--- src/rtl/ball_centroid_tracker_if.sv ---
// Result bus from the ball centroid tracker to the Nios PIO.
// The tracker drives the master side; software acks on the slave side.
interface ball_centroid_tracker_if #(
    parameter int CNT_W = 19
);
    logic             iACK;
    logic [9:0]       oX;
    logic [8:0]       oY;
    logic [CNT_W-1:0] oPIX_CNT;
    logic             oFOUND;
    logic             oVALID;
    logic             oOVERRUN;
    logic [7:0]       oFRAME_CNT;

    modport master (
        input  iACK,
        output oX, oY, oPIX_CNT, oFOUND,
        output oVALID, oOVERRUN, oFRAME_CNT
    );

    modport slave (
        output iACK,
        input  oX, oY, oPIX_CNT, oFOUND,
        input  oVALID, oOVERRUN, oFRAME_CNT
    );
endinterface

--- src/rtl/ball_centroid_tracker.sv ---
// Colour-threshold ball tracker: per-frame pixel count and x/y sums,
// centroid via a restoring divider, published over a valid/ack bus.
module ball_centroid_tracker #(
    parameter int H_ACTIVE   = 640,
    parameter int V_ACTIVE   = 480,
    parameter int MIN_PIXELS = 16,
    parameter int SUM_W      = 28,
    parameter int CNT_W      = 19
) (
    input  logic       iCLK,
    input  logic       iRST,
    input  logic       iDE,
    input  logic       iVS,
    input  logic [7:0] iR,
    input  logic [7:0] iG,
    input  logic [7:0] iB,
    input  logic [7:0] iR_MIN,
    input  logic [7:0] iG_MAX,
    input  logic [7:0] iB_MAX,
    ball_centroid_tracker_if.master res
);
    typedef enum logic [1:0] {ACCUM, DIV_X, DIV_Y, PUBLISH} state_t;

    localparam logic [10:0]      H_LIM = 11'(H_ACTIVE);
    localparam logic [9:0]       V_LIM = 10'(V_ACTIVE);
    localparam logic [CNT_W-1:0] M_LIM = CNT_W'(MIN_PIXELS);
    localparam logic [4:0]       LAST  = 5'(SUM_W - 1);

    state_t           state_q, state_d;
    logic [10:0]      x_q, x_d;
    logic [9:0]       y_q, y_d;
    logic             de_q, vs_q;
    logic             skip_q, skip_d;
    logic [CNT_W-1:0] cnt_q, cnt_d;
    logic [SUM_W-1:0] sx_q, sx_d, sy_q, sy_d;
    logic [SUM_W-1:0] dvd_q, dvd_d, syop_q, syop_d;
    logic [CNT_W-1:0] dvs_q, dvs_d;
    logic [CNT_W:0]   rem_q, rem_d;
    logic [4:0]       bit_q, bit_d;
    logic [9:0]       qx_q, qx_d;
    logic [8:0]       qy_q, qy_d;
    logic [9:0]       ox_q, ox_d;
    logic [8:0]       oy_q, oy_d;
    logic [CNT_W-1:0] pix_q, pix_d;
    logic             fnd_q, fnd_d;
    logic             vld_q, vld_d;
    logic             ovr_q, ovr_d;
    logic [7:0]       fcnt_q, fcnt_d;

    logic             fe, match, ge;
    logic [CNT_W:0]   rem_sh, rem_nx;
    logic [SUM_W-1:0] quo_nx;

    always_comb begin
        fe     = vs_q & ~iVS;
        match  = iDE && (x_q < H_LIM) && (y_q < V_LIM) &&
                 (iR >= iR_MIN) && (iG <= iG_MAX) && (iB <= iB_MAX);
        // One restoring step: quotient bits shift in behind the dividend
        rem_sh = {rem_q[CNT_W-1:0], dvd_q[SUM_W-1]};
        ge     = rem_sh >= {1'b0, dvs_q};
        rem_nx = ge ? rem_sh - {1'b0, dvs_q} : rem_sh;
        quo_nx = {dvd_q[SUM_W-2:0], ge};

        state_d = state_q;
        x_d     = x_q;
        y_d     = y_q;
        skip_d  = skip_q;
        cnt_d   = cnt_q;
        sx_d    = sx_q;
        sy_d    = sy_q;
        dvd_d   = dvd_q;
        syop_d  = syop_q;
        dvs_d   = dvs_q;
        rem_d   = rem_q;
        bit_d   = bit_q;
        qx_d    = qx_q;
        qy_d    = qy_q;
        ox_d    = ox_q;
        oy_d    = oy_q;
        pix_d   = pix_q;
        fnd_d   = fnd_q;
        vld_d   = vld_q;
        ovr_d   = ovr_q;
        fcnt_d  = fcnt_q;

        if (fe) begin
            x_d = '0;
            y_d = '0;
        end else if (de_q && !iDE) begin
            x_d = '0;
            if (y_q < V_LIM) y_d = y_q + 10'd1;
        end else if (iDE && (x_q != '1)) begin
            x_d = x_q + 11'd1;
        end

        if (fe) begin
            cnt_d  = '0;
            sx_d   = '0;
            sy_d   = '0;
            skip_d = 1'b0;
        end else if (match) begin
            cnt_d = cnt_q + CNT_W'(1);
            sx_d  = sx_q + SUM_W'(x_q);
            sy_d  = sy_q + SUM_W'(y_q);
        end

        if (res.iACK) begin
            vld_d = 1'b0;
            ovr_d = 1'b0;
        end

        unique case (state_q)
            ACCUM: begin
                if (fe && !skip_q) begin
                    dvd_d  = sx_q;
                    syop_d = sy_q;
                    dvs_d  = cnt_q;
                    rem_d  = '0;
                    bit_d  = '0;
                    if (cnt_q < M_LIM) begin
                        qx_d    = '0;
                        qy_d    = '0;
                        state_d = PUBLISH;
                    end else begin
                        state_d = DIV_X;
                    end
                end
            end
            DIV_X: begin
                dvd_d = quo_nx;
                rem_d = rem_nx;
                bit_d = bit_q + 5'd1;
                if (bit_q == LAST) begin
                    qx_d    = quo_nx[9:0];
                    dvd_d   = syop_q;
                    rem_d   = '0;
                    bit_d   = '0;
                    state_d = DIV_Y;
                end
            end
            DIV_Y: begin
                dvd_d = quo_nx;
                rem_d = rem_nx;
                bit_d = bit_q + 5'd1;
                if (bit_q == LAST) begin
                    qy_d    = quo_nx[8:0];
                    state_d = PUBLISH;
                end
            end
            PUBLISH: begin
                ox_d    = qx_q;
                oy_d    = qy_q;
                pix_d   = dvs_q;
                fnd_d   = dvs_q >= M_LIM;
                vld_d   = 1'b1;
                ovr_d   = res.iACK ? 1'b0 : (ovr_q | vld_q);
                fcnt_d  = fcnt_q + 8'd1;
                state_d = ACCUM;
            end
            default: state_d = ACCUM;
        endcase
    end

    always_ff @(posedge iCLK) begin
        if (iRST) begin
            state_q <= ACCUM;
            x_q     <= '0;
            y_q     <= '0;
            de_q    <= 1'b0;
            vs_q    <= 1'b0;
            skip_q  <= 1'b1;
            cnt_q   <= '0;
            sx_q    <= '0;
            sy_q    <= '0;
            dvd_q   <= '0;
            syop_q  <= '0;
            dvs_q   <= '0;
            rem_q   <= '0;
            bit_q   <= '0;
            qx_q    <= '0;
            qy_q    <= '0;
            ox_q    <= '0;
            oy_q    <= '0;
            pix_q   <= '0;
            fnd_q   <= 1'b0;
            vld_q   <= 1'b0;
            ovr_q   <= 1'b0;
            fcnt_q  <= '0;
        end else begin
            state_q <= state_d;
            x_q     <= x_d;
            y_q     <= y_d;
            de_q    <= iDE;
            vs_q    <= iVS;
            skip_q  <= skip_d;
            cnt_q   <= cnt_d;
            sx_q    <= sx_d;
            sy_q    <= sy_d;
            dvd_q   <= dvd_d;
            syop_q  <= syop_d;
            dvs_q   <= dvs_d;
            rem_q   <= rem_d;
            bit_q   <= bit_d;
            qx_q    <= qx_d;
            qy_q    <= qy_d;
            ox_q    <= ox_d;
            oy_q    <= oy_d;
            pix_q   <= pix_d;
            fnd_q   <= fnd_d;
            vld_q   <= vld_d;
            ovr_q   <= ovr_d;
            fcnt_q  <= fcnt_d;
        end
    end

    assign res.oX         = ox_q;
    assign res.oY         = oy_q;
    assign res.oPIX_CNT   = pix_q;
    assign res.oFOUND     = fnd_q;
    assign res.oVALID     = vld_q;
    assign res.oOVERRUN   = ovr_q;
    assign res.oFRAME_CNT = fcnt_q;
endmodule

--- src/flat_wrapper.sv ---
// flat-port wrapper written by rule: the top's interface ports become plain ports
module ball_centroid_tracker_flat 
#(
    parameter int H_ACTIVE   = 640,
    parameter int V_ACTIVE   = 480,
    parameter int MIN_PIXELS = 16,
    parameter int SUM_W      = 28,
    parameter int CNT_W      = 19
)
  (iCLK, iRST, iDE, iVS, iR, iG, iB, iR_MIN, iG_MAX, iB_MAX, res_iACK, res_oX, res_oY, res_oPIX_CNT, res_oFOUND, res_oVALID, res_oOVERRUN, res_oFRAME_CNT);
  ball_centroid_tracker_if #(.CNT_W(CNT_W)) res_i ();
  input  logic iCLK;
  input  logic iRST;
  input  logic iDE;
  input  logic iVS;
  input  logic [7:0] iR;
  input  logic [7:0] iG;
  input  logic [7:0] iB;
  input  logic [7:0] iR_MIN;
  input  logic [7:0] iG_MAX;
  input  logic [7:0] iB_MAX;
  input wire logic [$bits(res_i.iACK)-1:0] res_iACK;
  output wire logic [$bits(res_i.oX)-1:0] res_oX;
  output wire logic [$bits(res_i.oY)-1:0] res_oY;
  output wire logic [$bits(res_i.oPIX_CNT)-1:0] res_oPIX_CNT;
  output wire logic [$bits(res_i.oFOUND)-1:0] res_oFOUND;
  output wire logic [$bits(res_i.oVALID)-1:0] res_oVALID;
  output wire logic [$bits(res_i.oOVERRUN)-1:0] res_oOVERRUN;
  output wire logic [$bits(res_i.oFRAME_CNT)-1:0] res_oFRAME_CNT;
  assign res_i.iACK = res_iACK;
  assign res_oX = res_i.oX;
  assign res_oY = res_i.oY;
  assign res_oPIX_CNT = res_i.oPIX_CNT;
  assign res_oFOUND = res_i.oFOUND;
  assign res_oVALID = res_i.oVALID;
  assign res_oOVERRUN = res_i.oOVERRUN;
  assign res_oFRAME_CNT = res_i.oFRAME_CNT;
  ball_centroid_tracker #(.H_ACTIVE(H_ACTIVE), .V_ACTIVE(V_ACTIVE), .MIN_PIXELS(MIN_PIXELS), .SUM_W(SUM_W), .CNT_W(CNT_W)) u_core (.iCLK(iCLK), .iRST(iRST), .iDE(iDE), .iVS(iVS), .iR(iR), .iG(iG), .iB(iB), .iR_MIN(iR_MIN), .iG_MAX(iG_MAX), .iB_MAX(iB_MAX), .res(res_i));
endmodule
--- config.mk ---
export PLATFORM = sky130hd
export DESIGN_NAME = ball_centroid_tracker_flat
export DESIGN_NICKNAME = d
export VERILOG_FILES = /design/src/rtl/ball_centroid_tracker_if.sv /design/src/rtl/ball_centroid_tracker.sv /design/src/flat_wrapper.sv
export SDC_FILE = /design/constraint.sdc
export NUM_CORES = 1
export LEC_CHECK = 0
export BUFFER_PORTS_ARGS = -buffer_cell sky130_fd_sc_hd__buf_2
export CAP_MARGIN = 20
export CORE_AREA = 2 2 160 162
export DETAILED_ROUTE_END_ITERATION = 16
export DIE_AREA = 0 0 162 164
export GPL_TIMING_DRIVEN = 0
export PLACE_DENSITY = 0.81
export SETUP_SLACK_MARGIN = 0.4
export SLEW_MARGIN = 20
export SYNTH_ARGS = -nofsm -noshare
export SYNTH_HDL_FRONTEND = slang
export SYNTH_SLANG_ARGS = --single-unit
--- constraint.sdc ---
create_clock -name iCLK -period 3.3 [get_ports iCLK]
set_input_delay 0.495 -clock iCLK [delete_from_list [all_inputs] [get_ports iCLK]]
set_output_delay 0.495 -clock iCLK [all_outputs]
set_load 0.02 [all_outputs]
# ---- Yosys cells after proc, flatten, opt, wreduce, memory -nomap -nowiden
# Index checks and enable logic that the tools add are counted.
dict set report op_classes {
  muxes 27
  n_bitwise 3
  n_reduce_logical 23
  order_cmp 8
  n_addsub 8
  n_eq_ne 9
}
# cell count
set op_table {}
lappend op_table {{$pmux W28 S3} 1}
lappend op_table {{$mux W19} 3}
lappend op_table {{$pmux W19 S3} 1}
lappend op_table {{$mux W28} 2}
lappend op_table {{$mux W10} 3}
lappend op_table {{$add A28 B10 Y28} 1}
lappend op_table {{$add A28 B11 Y28} 1}
lappend op_table {{$mux W9} 3}
lappend op_table {{$ge A20 B19 Y1} 1}
lappend op_table {{$pmux W10 S2} 1}
lappend op_table {{$add A19 B1 Y19 const B} 1}
lappend op_table {{$ge A19 B5 Y1 const B} 1}
lappend op_table {{$lt A19 B5 Y1 const B} 1}
lappend op_table {{$sub A19 B19 Y19} 1}
lappend op_table {{$pmux W9 S2} 1}
lappend op_table {{$le A8 B8 Y1} 2}
lappend op_table {{$pmux W5 S3} 1}
lappend op_table {{$add A11 B1 Y11 const B} 1}
lappend op_table {{$lt A11 B10 Y1 const B} 1}
lappend op_table {{$ne A11 B11 Y1 const B} 1}
lappend op_table {{$add A10 B1 Y10 const B} 1}
lappend op_table {{$lt A10 B9 Y1 const B} 1}
lappend op_table {{$mux W5} 2}
lappend op_table {{$add A8 B1 Y8 const B} 1}
lappend op_table {{other kinds (22)} 45}
dict set report totals {
  reg_bits 268
  output_inout_bits 49
}

# ---- Longest topological paths before layout
dict set report logic_depth {
  ltp_word 6
  mapped_depth 12
  depth_no_buf 10
}

# ---- Worst setup path after synthesis
# Ideal clock, no wire load.
dict set report synth_timing {
  kind {register -> register}
  startpoint {reg u_core.x_q[0]}
  endpoint {reg u_core.sx_q[16]}
  path_slack_ps 696
  setup_ps 70
  path_buffers 1
  required_time_ps 3230
  path_stages_with_launch 12
  arrival_ps 2533
  path_cell_list {dfxtp_1 > ha_1 > inv_1 > fa_1 > nand2b_1 > a21oi_1 > a2bb2oi_1 > a41o_1 > nor2_1 > buf_2 > or4_1 > a21oi_1}
}
dict set report synth_via {
  elab_chain_cells 6
  word_cells_on_any_way 7
  classes_between {1 x add/sub; 1 x order compare; 5 x reduce/logical}
}
# element line_no
set synth_lines {}
lappend synth_lines {{start: declaration} ball_centroid_tracker.sv:30} ;# logic [10:0] x_q, x_d;
lappend synth_lines {{start signal: assignment} ball_centroid_tracker.sv:167} ;# x_q <= '0;
lappend synth_lines {{start signal: assignment} ball_centroid_tracker.sv:191} ;# x_q <= x_d;
lappend synth_lines {{$lt A11 B10 Y1} ball_centroid_tracker.sv:56} ;# match = iDE && (x_q < H_LIM) && (y_q < V_LIM) &&
lappend synth_lines {{$logic_and A1 B1 Y1 (3 in series)} ball_centroid_tracker.sv:56}
lappend synth_lines {{$logic_and A1 B1 Y1 (2 in series)} ball_centroid_tracker.sv:57} ;# (iR >= iR_MIN) && (iG <= iG_MAX) && (iB <= iB_MAX);
lappend synth_lines {{end signal: assignment} ball_centroid_tracker.sv:173} ;# sx_q <= '0;
lappend synth_lines {{end signal: assignment} ball_centroid_tracker.sv:197} ;# sx_q <= sx_d;
lappend synth_lines {{end: declaration} ball_centroid_tracker.sv:35} ;# logic [SUM_W-1:0] sx_q, sx_d, sy_q, sy_d;
# Several ways; a longest one is shown, not always the timed one.
# A chain may end at the register's enable or synchronous reset.

# ---- Final worst setup path
dict set report layout_timing {
  startpoint {reg u_core.x_q[7]}
  endpoint {reg u_core.cnt_q[16]}
}
dict set report layout_via {
  elab_chain_cells 6
}
# element line_no
set layout_lines {}
lappend layout_lines {{$lt A11 B10 Y1} ball_centroid_tracker.sv:56}
lappend layout_lines {{$logic_and A1 B1 Y1 (3 in series)} ball_centroid_tracker.sv:56}
lappend layout_lines {{$logic_and A1 B1 Y1 (2 in series)} ball_centroid_tracker.sv:57}
lappend layout_lines {{end signal: assignment} ball_centroid_tracker.sv:196} ;# cnt_q <= cnt_d;
lappend layout_lines {{end: declaration} ball_centroid_tracker.sv:34} ;# logic [CNT_W-1:0] cnt_q, cnt_d;
# Every way passes these cells.

==> out/qor.csv <==
metric,value,unit
status,"complete, no violations",
comb_power_share,0.225,
ys_seq_area_frac,0.3963,
critPathMaxStageDelay,530,ps
synthSimpleGateAreaFrac,0.2296,
syn_nets,1798,
cp-start-kind,flip-flop,
setup_viol,0,
min_from,res_iACK,
finalHoldViolations,0,
synth.most_common_cell,dfxtp_1,
row_count,58,
design.core.area,24820,sq um
grt_pass1_wl,58730,um
synth-adder-area-share,0.07283,
crit_family,simple AND/OR/NAND/NOR gates,
synth_top_family_by_area,simple AND/OR/NAND/NOR gates,
r2r_end,u_core.cnt_q[16],
drc_errors,0,
crit_path_max_fanout,10,
cts_tree,done,
synthTopCellsByArea,"dfxtp_1 (40%), ha_1 (6.8%), a21oi_1 (6.8%), nand2_1 (6.4%), nor2_1 (4.6%)",
final_area,15590,sq um
drive_gt1_frac,0.1020,
synthesis.area,13540,sq um
grt.busiest_layer,met2,
fin_skew,20.36,ps
cap_violations,0,
maxSlewHeadroom,0.4169,
met2_usage,0.4487,
power_frac_clock,0.393,
crit_required,3760,ps
fmax,361.2,MHz
syn_inst,1668,
crit_arrival,3230,ps
clk_latency,550,ps
fin_crit,2769,ps
tns,0,ps
placed_area,14460,sq um
async_flop_share,0,
cts_buffers,28,
p_seq_frac,0.382,
yosys.area.top_type,dfxtp_1,
cts.sinks,268,
grt_max_degree,15,
synth_compound_gate_area_share,0.1802,
dr.pass1.iters,6,
crit_buf_inv,1,
reg2regPathDepth,8,
grtUsageMet1,0.3606,
ant_nets,0,
synth_mux_area_frac,0.04150,
die-width,162,um
p_sw,0.002861,W
area_growth,15.14,%
ios,102,
via_per_inst,5.950,
cts.path.max_buffers,3,
slew_violations,0,
antennaDiodeCount,0,
sw_frac_of_total,0.3182,
tightest_slew,874.6,ps
synth_xor_xnor_area_share,0.03170,
drt_iter0_drc,1104,
ys_seq_elements,268,
avgSynthCellArea,8.116,sq um
nFillCells,2086,
first_global_vias,11940,
root_buffer,clkbuf_16,
ctsHoldBuffers,0,
grt_usage,0.2663,
yosysUniqueCellTypes,65,
crit_chain,o21ai_0 > nand3b_1 > nor3_1 > nor3b_4 > nand3_1 > buf_2 > or4_1 > a21oi_1,
htreeDepth,1,
dpl.hpwl,26620,um
rsz0062_at_grt,false,
nets,1932,
synth_ff_type,dfxtp_1,
hold_path_end,u_core.res.oOVERRUN,
timing.final.crit_share,0.8390,
die-height,164,um
synth_top_area_frac,0.3963,
powerDensity,576.8,nW/um^2
worstSetupEndpointType,flip-flop,
via_count,12820,
min_path_type,in2reg,
synth_warnings,0,
r2r_slack,530,ps
grtUsageMet3,0.02753,
clk_pin_slew,60,ps
cp_slowest_cell,or4_1,
synth_commonest_cells,"dfxtp_1 (268), nand2_1 (231), a21oi_1 (183), nor2_1 (166), inv_1 (75)",
drt-wirelength-per-cell,16.90,um
wirelength,36400,um
vdd_drop_max,0.4389,mV
dieArea,26570,sq um
synth_edf_count,0,
r2r-start,u_core.x_q[7],
intPower,0.006130,W
antenna_found_initial,0,
path_class,reg2reg,
hold_depth,2,
initial_core_util,0.5455,
grt_overflow_total,0,
power_leakage,5.995,nW
port_buffers,101,
gp_congestion,0.8912,
## flip-flops by register name, indices dropped and copies added (netlist names), 2 cells and up
signal,count
u_core.syop_q,28
u_core.rem_q,19
u_core.sx_q,28
u_core.dvd_q,28
u_core.state_q,2
u_core.sy_q,28
u_core.qy_q,9
u_core.res.oY,9
u_core.res.oPIX_CNT,19
u_core.cnt_q,19
u_core.qx_q,10
u_core.bit_q,5
u_core.res.oX,10
u_core.x_q,11
u_core.res.oFRAME_CNT,8
u_core.dvs_q,19
u_core.y_q,10
## power by group through the flow
stage	Sequential, W	Combinational, W	Clock [W]
global placement	0.00350	0.00192	0
detailed placement	0.00350	0.00195	0
floorplan	0.00347	0.00144	0
CTS	0.00343	0.00198	0.00354
finish	0.00344	0.00202	0.00353
global route	0.00345	0.00225	0.00368
## kinds of logic after synthesis
family	count (synthesis)
buf+inv	163
simple gates	660
compound gates	395
flops	268
xor+xnor	49
fa+ha+maj	77
mux	56
## per-stage QoR
stage / util / setup slack, ps / total power (W) / hold slack [ps] / instances
6_report: 0.6281 / 531.4 / 0.008991 / 126.2 / 2154
5_1_grt: 0.6281 / 380.0 / 0.009380 / 126.1 / 2154
4_1_cts: 0.6252 / 444.5 / 0.008952 / 118.7 / 2151
3_5_place_dp: 0.5825 / 180.1 / 0.005454 / 447.3 / 2099
3_3_place_gp: 0.5825 / 254.4 / 0.005418 / 443.0 / 2099
2_1_floorplan: - / 696.4 / 0.004917 / 431.6 / 1668
## layer usage
metal,up-vias,share of wire
met5,-,0
met4,0,0.024
met3,66,0.070
met2,492,0.46
met1,6042,0.44
li1,6217,-
## worst max-delay path by stage
stage                     from                to  slack (ps)  cells after the start
6_report         u_core.x_q[7]  u_core.cnt_q[16]         530                      8
3_5_place_dp         iG_MAX[3]  u_core.cnt_q[16]         180                     10
3_3_place_gp             iG[3]   u_core.cnt_q[2]         250                     11
2_1_floorplan    u_core.x_q[0]   u_core.sx_q[16]         700                     11
5_1_grt        u_core.dvs_q[9]   u_core.rem_q[6]         380                     12
4_1_cts          u_core.x_q[0]   u_core.sx_q[24]         440                     11
## worst register-to-register path, delay by kind of cell (launching register included)
kind	cells	cell delay (ps)
AO/OA/AOI/OAI	2	390
buffers and inverters	1	300
flip-flops	1	350
AND/OR/NAND/NOR	5	1650
## repair_timing
action / in CTS / in global routing
setup endpoints to repair: 9 / 32
pin swaps: 0 / 3
resized for setup: 5 / 16
setup buffers: 0 / 3
## area by class of cell
cell class                      count  area [sq um]  share of cell area
Sequential cell                   268          5374              0.3448
Tap cell                          330         412.9             0.02649
Clock buffer                       38         808.3             0.05185
Inverter                           75         281.5             0.01806
Multi-Input combinational cell   1237          7574              0.4859
Timing Repair Buffer              104         528.0             0.03387
Clock inverter                     14         237.7             0.01525
Buffer                             88         371.6             0.02384
## cell usage in the layout (no fill, tap or decap), types with 6 or more instances in the layout
| master | n |
|---|---|
| o21a_1 | 14 |
| a211oi_1 | 11 |
| or4_1 | 30 |
| inv_1 | 75 |
| o21ai_1 | 16 |
| buf_2 | 108 |
| ha_1 | 72 |
| xnor2_1 | 20 |
| o211ai_1 | 17 |
| nand2_1 | 231 |
| clkbuf_1 | 69 |
| clkbuf_8 | 7 |
| o31ai_1 | 16 |
| dfxtp_1 | 263 |
| buf_1 | 10 |
| mux2i_1 | 55 |
| bufinv_16 | 6 |
| a21o_1 | 13 |
| nor4_1 | 12 |
| nor2b_1 | 10 |
| a21oi_1 | 182 |
| xor2_1 | 29 |
| clkbuf_16 | 28 |
| o21ai_0 | 45 |
| or3_1 | 22 |
| and2_1 | 6 |
| a32oi_1 | 7 |
| and4_1 | 7 |
| and3_1 | 14 |
| nor2_1 | 166 |
| nand4_1 | 27 |
| nand3_1 | 60 |
| nand2b_1 | 18 |
| a221oi_1 | 27 |
| a31oi_1 | 7 |
| nor3_1 | 38 |
Power figures use the tool's default switching activity.
